## config.mk

```make
export PLATFORM = sky130hd
export DESIGN_NAME = decode_stage
export DESIGN_NICKNAME = d
export VERILOG_FILES = /design/src/rtl/decode_stage.sv
export SDC_FILE = /design/constraint.sdc
export NUM_CORES = 2
export LEC_CHECK = 0
export CORE_AREA = 2 2 501 354
export CTS_BUF_LIST = sky130_fd_sc_hd__clkbuf_8
export CTS_CLUSTER_DIAMETER = 40
export DETAILED_ROUTE_END_ITERATION = 7
export DIE_AREA = 0 0 503 356
export PLACE_DENSITY_LB_ADDON = 0.25
export SLEW_MARGIN = 30
export SYNTH_ARGS = -nofsm -noshare
export SYNTH_HDL_FRONTEND = slang
export SYNTH_SLANG_ARGS = --single-unit
```

## constraint.sdc

```tcl
create_clock -name clk -period 1.89 [get_ports clk]
set_clock_uncertainty 0.1 [all_clocks]
set_input_delay 0.378 -clock clk [delete_from_list [all_inputs] [get_ports clk]]
set_output_delay 0.378 -clock clk [all_outputs]
set_load 0.05 [all_outputs]
```

## src/rtl/decode_stage.sv

```systemverilog
// Pipeline ID stage: register file, control/ALU decode, immediate extension and the ID/EX register.
// Optional DECODE_ILLEGAL_EN adds IllegalE, flagging non-zero instructions with unsupported opcodes.
module decode_stage #(
    parameter int unsigned XLEN  = 32,
    parameter int unsigned NREGS = 32
) (
    input  logic            clk,
    input  logic            rst,
    input  logic [31:0]     InstrD,
    input  logic [XLEN-1:0] PCD,
    input  logic [XLEN-1:0] PCPlus4D,
    input  logic            RegWriteW,
    input  logic [4:0]      RdW,
    input  logic [XLEN-1:0] ResultW,
    input  logic            FlushE,
    output logic            RegWriteE,
    output logic            MemWriteE,
    output logic            JumpE,
    output logic            BranchE,
    output logic            ALUSrcE,
    output logic [1:0]      ResultSrcE,
    output logic [2:0]      ALUControlE,
    output logic [XLEN-1:0] RD1E,
    output logic [XLEN-1:0] RD2E,
    output logic [XLEN-1:0] ImmExtE,
    output logic [4:0]      Rs1E,
    output logic [4:0]      Rs2E,
    output logic [4:0]      RdE,
    output logic [XLEN-1:0] PCE,
`ifdef DECODE_ILLEGAL_EN
    output logic            IllegalE,
`endif
    output logic [XLEN-1:0] PCPlus4E
);

    localparam logic [6:0] OpLoad  = 7'b0000011;
    localparam logic [6:0] OpStore = 7'b0100011;
    localparam logic [6:0] OpRType = 7'b0110011;
    localparam logic [6:0] OpBeq   = 7'b1100011;
    localparam logic [6:0] OpIAlu  = 7'b0010011;
    localparam logic [6:0] OpJal   = 7'b1101111;

    typedef enum logic [2:0] {ImmNone, ImmI, ImmS, ImmB, ImmJ} imm_src_e;

    typedef enum logic [1:0] {
        AluOpAdd   = 2'b00,
        AluOpSub   = 2'b01,
        AluOpFunct = 2'b10
    } alu_op_e;

    typedef enum logic [2:0] {
        AluAdd = 3'b000,
        AluSub = 3'b001,
        AluAnd = 3'b010,
        AluOr  = 3'b011,
        AluSlt = 3'b101
    } alu_ctrl_e;

    typedef struct packed {
        logic            reg_write;
        logic            mem_write;
        logic            jump;
        logic            branch;
        logic            alu_src;
        logic [1:0]      result_src;
        logic [2:0]      alu_control;
        logic [XLEN-1:0] rd1;
        logic [XLEN-1:0] rd2;
        logic [XLEN-1:0] imm_ext;
        logic [4:0]      rs1;
        logic [4:0]      rs2;
        logic [4:0]      rd;
        logic [XLEN-1:0] pc;
        logic [XLEN-1:0] pc_plus4;
`ifdef DECODE_ILLEGAL_EN
        logic            illegal;
`endif
    } id_ex_t;

    logic [6:0] opcode;
    logic [2:0] funct3;
    logic       funct7_b5;
    logic [4:0] rs1;
    logic [4:0] rs2;
    logic [4:0] rd;

    assign opcode    = InstrD[6:0];
    assign rd        = InstrD[11:7];
    assign funct3    = InstrD[14:12];
    assign rs1       = InstrD[19:15];
    assign rs2       = InstrD[24:20];
    assign funct7_b5 = InstrD[30];

    // Main control decoder
    logic      reg_write;
    logic      mem_write;
    logic      alu_src;
    logic      branch;
    logic      jump;
    logic [1:0] result_src;
    imm_src_e  imm_src;
    alu_op_e   alu_op;

    always_comb begin
        reg_write  = 1'b0;
        imm_src    = ImmNone;
        alu_src    = 1'b0;
        mem_write  = 1'b0;
        result_src = 2'b00;
        branch     = 1'b0;
        alu_op     = AluOpAdd;
        jump       = 1'b0;
        case (opcode)
            OpLoad: begin
                reg_write  = 1'b1;
                imm_src    = ImmI;
                alu_src    = 1'b1;
                result_src = 2'b01;
            end
            OpStore: begin
                imm_src   = ImmS;
                alu_src   = 1'b1;
                mem_write = 1'b1;
            end
            OpRType: begin
                reg_write = 1'b1;
                alu_op    = AluOpFunct;
            end
            OpBeq: begin
                imm_src = ImmB;
                branch  = 1'b1;
                alu_op  = AluOpSub;
            end
            OpIAlu: begin
                reg_write = 1'b1;
                imm_src   = ImmI;
                alu_src   = 1'b1;
                alu_op    = AluOpFunct;
            end
            OpJal: begin
                reg_write  = 1'b1;
                imm_src    = ImmJ;
                result_src = 2'b10;
                jump       = 1'b1;
            end
            default: ;
        endcase
    end

    // ALU decoder; funct7[5] selects sub only for R-type, so addi with imm[10]=1 stays add
    alu_ctrl_e alu_control;

    always_comb begin
        alu_control = AluAdd;
        case (alu_op)
            AluOpSub: alu_control = AluSub;
            AluOpFunct: begin
                case (funct3)
                    3'b000:  alu_control = (opcode == OpRType && funct7_b5) ? AluSub : AluAdd;
                    3'b010:  alu_control = AluSlt;
                    3'b110:  alu_control = AluOr;
                    3'b111:  alu_control = AluAnd;
                    default: alu_control = AluAdd;
                endcase
            end
            default: alu_control = AluAdd;
        endcase
    end

    // Immediate extender
    logic [XLEN-1:0] imm_ext;

    always_comb begin
        imm_ext = '0;
        case (imm_src)
            ImmI: imm_ext = {{(XLEN-12){InstrD[31]}}, InstrD[31:20]};
            ImmS: imm_ext = {{(XLEN-12){InstrD[31]}}, InstrD[31:25], InstrD[11:7]};
            ImmB: imm_ext = {{(XLEN-13){InstrD[31]}}, InstrD[31], InstrD[7], InstrD[30:25],
                             InstrD[11:8], 1'b0};
            ImmJ: imm_ext = {{(XLEN-21){InstrD[31]}}, InstrD[31], InstrD[19:12], InstrD[20],
                             InstrD[30:21], 1'b0};
            default: imm_ext = '0;
        endcase
    end

    // Register file with write-through so a same-cycle writeback is seen by decode
    logic [XLEN-1:0] rf_q [NREGS];
    logic            wb_en;
    logic [XLEN-1:0] rd1;
    logic [XLEN-1:0] rd2;

    assign wb_en = RegWriteW && (RdW != 5'd0);

    always_ff @(posedge clk or negedge rst) begin
        if (!rst) begin
            for (int i = 0; i < NREGS; i++) begin
                rf_q[i] <= '0;
            end
        end else if (wb_en) begin
            rf_q[RdW] <= ResultW;
        end
    end

    always_comb begin
        if (rs1 == 5'd0) begin
            rd1 = '0;
        end else if (wb_en && (RdW == rs1)) begin
            rd1 = ResultW;
        end else begin
            rd1 = rf_q[rs1];
        end
    end

    always_comb begin
        if (rs2 == 5'd0) begin
            rd2 = '0;
        end else if (wb_en && (RdW == rs2)) begin
            rd2 = ResultW;
        end else begin
            rd2 = rf_q[rs2];
        end
    end

    // ID/EX register; a flush clears the whole bundle, not just control
    id_ex_t id_ex_d;
    id_ex_t id_ex_q;

    always_comb begin
        id_ex_d             = '0;
        id_ex_d.reg_write   = reg_write;
        id_ex_d.mem_write   = mem_write;
        id_ex_d.jump        = jump;
        id_ex_d.branch      = branch;
        id_ex_d.alu_src     = alu_src;
        id_ex_d.result_src  = result_src;
        id_ex_d.alu_control = alu_control;
        id_ex_d.rd1         = rd1;
        id_ex_d.rd2         = rd2;
        id_ex_d.imm_ext     = imm_ext;
        id_ex_d.rs1         = rs1;
        id_ex_d.rs2         = rs2;
        id_ex_d.rd          = rd;
        id_ex_d.pc          = PCD;
        id_ex_d.pc_plus4    = PCPlus4D;
`ifdef DECODE_ILLEGAL_EN
        id_ex_d.illegal     = (opcode != OpLoad) && (opcode != OpStore) && (opcode != OpRType) &&
                              (opcode != OpBeq) && (opcode != OpIAlu) && (opcode != OpJal) &&
                              (InstrD != 32'd0);
`endif
    end

    always_ff @(posedge clk or negedge rst) begin
        if (!rst) begin
            id_ex_q <= '0;
        end else if (FlushE) begin
            id_ex_q <= '0;
        end else begin
            id_ex_q <= id_ex_d;
        end
    end

    assign RegWriteE   = id_ex_q.reg_write;
    assign MemWriteE   = id_ex_q.mem_write;
    assign JumpE       = id_ex_q.jump;
    assign BranchE     = id_ex_q.branch;
    assign ALUSrcE     = id_ex_q.alu_src;
    assign ResultSrcE  = id_ex_q.result_src;
    assign ALUControlE = id_ex_q.alu_control;
    assign RD1E        = id_ex_q.rd1;
    assign RD2E        = id_ex_q.rd2;
    assign ImmExtE     = id_ex_q.imm_ext;
    assign Rs1E        = id_ex_q.rs1;
    assign Rs2E        = id_ex_q.rs2;
    assign RdE         = id_ex_q.rd;
    assign PCE         = id_ex_q.pc;
    assign PCPlus4E    = id_ex_q.pc_plus4;
`ifdef DECODE_ILLEGAL_EN
    assign IllegalE    = id_ex_q.illegal;
`endif

endmodule

```

==> results.toml <==
[floorplanning]
coreArea_um2 = 175000
placementRows = 129
io_pins = 322
die_area_um2 = 179000
initial_core_util = 0.346
dieHeight_um = 356
die_w_um = 503

[synth]
synth_flop_cell = "dfrtp_1"
synth_cell_types = 60
syn_avg_cell_area_um2 = 14.8
synthCells = 4082
synth_enable_flop_cells = 0
synthArstFlopShare = 1.00
synth_nets = 4221
seq_area_frac_synth = 0.494
yosysWarnings = 0
netlist_area_um2 = 60600
ys_seq_elements = 1197

[global_route]
grt_pass1_wl_mm = 314
grt_max_degree = 92
track_usage = 0.241
grt_antenna_before_repair = 10
overflow = 0
grt_pass1_vias = 43600

[clock_tree]
cts.htree.levels = 4
numCtsBuffers = 197
clockBufferDepth = 3
clock-sinks = 1197
cts_tree = "done"
clkLatencyLatePin_ns = 0.94
cts-root-buf = "clkbuf_8"
cts.clk_slew.worst_paths_ns = 0.06

[layout]
final_cells = 7431
num-fill-cells = 15700
layout.nets = 5050
drive_above_1_share = 0.549
syn_to_final_growth_pct = 29.4

[setup_path]
startpoint = "RD1E[26]"
critical_path.max_stage_delay_ns = 0.53
arrival_ns = 1.66
crit_type = "flop to primary output"
r2r_setup_slack_ns = -0.03
reg2reg_depth = 4
timing.critical_path.buf_inv = 1
crit_path_end_kind = "primary output"
cp-start-kind = "flop"
cp_cell_sequence = "buf_8"
critPathMaxFanout = 1
crit_end = "RD1E[26]"
critPathRequiredTime_ns = 1.41
cp.depth = 1
regToRegStartpoint = "rf_q[24]"
r2r_end = "RD1E[24]"
cp_slowest_cell = "dfrtp_2"
crit_family = "flip-flops"

[routing]
wl_met2_mm = 98.6
remaining_drc_errors = 0
drt_pass1_iterations = 7
wl_met1_mm = 96.4
ant_nets = 0
top_layer = "met4"
drt_iter0_markers = 3833
viasPerCell = 5.63
wl_met3_mm = 16.4
routed_wl_mm = 217
vias = 41800
wl_per_cell_um = 29.2

[sta]
finalCriticalPeriod_ns = 2.13
worstMarginPinSlew_ns = 0.786
finalSetupTns_ns = -13.01
rsz0062_at_grt = "yes"
slew_viol_final = 0
post-route-period-util = 1.13
finalHoldViolCount = 0
setup_viol = 186
setup_ws_ns = -0.244
relSlewSlack = 0.475
hold_ws_ns = 0.00139
max_freq_mhz = 469

[placed_design]
io_buffers = 321
placed_cells = 6951
place.gp.congestion = 0.845
place_hpwl_mm = 145

[power]
ir_drop_uv = 659
power.density_nw_per_um2 = 946
finalPower_uw = 74100
power_leakage_uw = 0.0348

[min_path]
min_path_type = "primary input to flop"
hold_start = "InstrD[16]"

[run_status]
violations = "negative setup slack"
status = "finished, violations left"

[job]
timing.max_cap.violations = 0
synthesized netlist by cell type, types with 52 or more instances:
master    count  area [µm²]
nand2_1      64         240
buf_2       106         531
mux2i_1     182        1820
clkbuf_1    219         822
mux4_2      447       10100
a211oi_1     65         488
nor2b_1     123         769
mux2_2     1019       11500
a21oi_1     101         505
a211o_1      52         455
dfrtp_1    1197       30000
a22oi_1     143        1070
buf_1        59         221
registers in the layout, indices dropped and copies added (netlist names), 3 cells and up:
register / count
ALUControlE: 3
RdE: 5
ImmExtE: 21
RD1E: 32
Rs2E: 5
rf_q: 1024
RD2E: 32
PCPlus4E: 32
PCE: 32
Rs1E: 5
repair_timing:
item	in CTS	in global routing
endpoints found under the setup margin	234	235
hold endpoints to repair	1310	0
hold buffers	95	0
gates cloned	0	3
gates resized for setup	203	67
buffers inserted	2	21
pin swaps	15	44
area by class of cell:
cell class	instances	area, µm²	share of cell area
repair buffers	1088	12100	0.155
diodes	5	12.5	0.000160
inverters	11	41.3	0.000527
multi-input cells	2416	29200	0.372
flip-flops and latches	1197	30000	0.382
well taps	2358	2950	0.0376
clock inverters	112	718	0.00916
clock buffers	244	3360	0.0429
power breakdown:
part	total, µW	switching (µW)	internal, µW
clock	23800	11400	12400
combinational	16800	6970	9880
sequential	33500	3400	30100
total	74100	21800	52300
metal layers:
| metal | global-route usage | vias to the layer above |
|---|---|---|
| met5 | 0 | - |
| met2 | 0.363 | 1559 |
| li1 | - | 17300 |
| met1 | 0.340 | 22600 |
| met3 | 0.0607 | 369 |
| met4 | 0.0748 | 0 |
cell families (layout without fill, tap and decap cells):
| kind of cell | Yosys count | count (layout) | share of synthesized area |
|---|---|---|---|
| AOI/OAI and AO/OA | 427 | 427 | 0.0511 |
| xor gates and xnor gates | 10 | 10 | 0.00157 |
| adders and majority gates | 2 | 2 | 0.000413 |
| buffers and inverters | 469 | 1455 | 0.0375 |
| DFF | 1197 | 1197 | 0.494 |
| muxes | 1648 | 1648 | 0.386 |
| other | 0 | 5 | 0 |
| and+or+nand+nor | 329 | 329 | 0.0294 |
metrics by stage:
step	cell area, µm²	util	setup WS [ns]
2_1_floorplan	61300	-	-0.145
3_3_place_gp	72100	0.412	-1.09
3_5_place_dp	72100	0.412	-1.08
4_1_cts	77900	0.445	-0.343
5_1_grt	78400	0.448	-0.312
6_report	78400	0.448	-0.244
placed cells by master, fill, tap and decap left out, types with 8 or more instances in the layout:
master	instances
a211oi_1	26
o211ai_1	15
nand3_1	35
mux2_4	14
nor2b_4	14
clkdlybuf4s50_1	123
dfrtp_2	16
nor2b_1	108
dlygate4sd3_1	94
a22oi_1	142
buf_4	472
nand2_2	11
a21oi_1	97
mux4_2	447
buf_12	211
a211o_1	52
inv_1	74
a211oi_2	36
clkbuf_8	244
a221o_1	11
nor2_1	21
clkinv_2	25
nor3_1	8
mux2_2	1005
nand2_1	45
mux2i_1	178
xnor2_1	8
dfrtp_1	1181
nand2_4	8
buf_8	8
buf_6	173
nor2_4	22
how the worst min path moves through the flow:
stage | end | slack, ns | cells after the start
after global routing | RD1E[7] | 0.005 | 5
after floorplan | ALUControlE[0] | -0.02 | 0
final | RD1E[7] | 0.001 | 5
after detailed placement | RD2E[21] | 0.19 | 1
after CTS | rf_q[213] | 0.0005 | 3
after global placement | RD2E[21] | 0.19 | 1
Power figures use the tool's default switching activity.
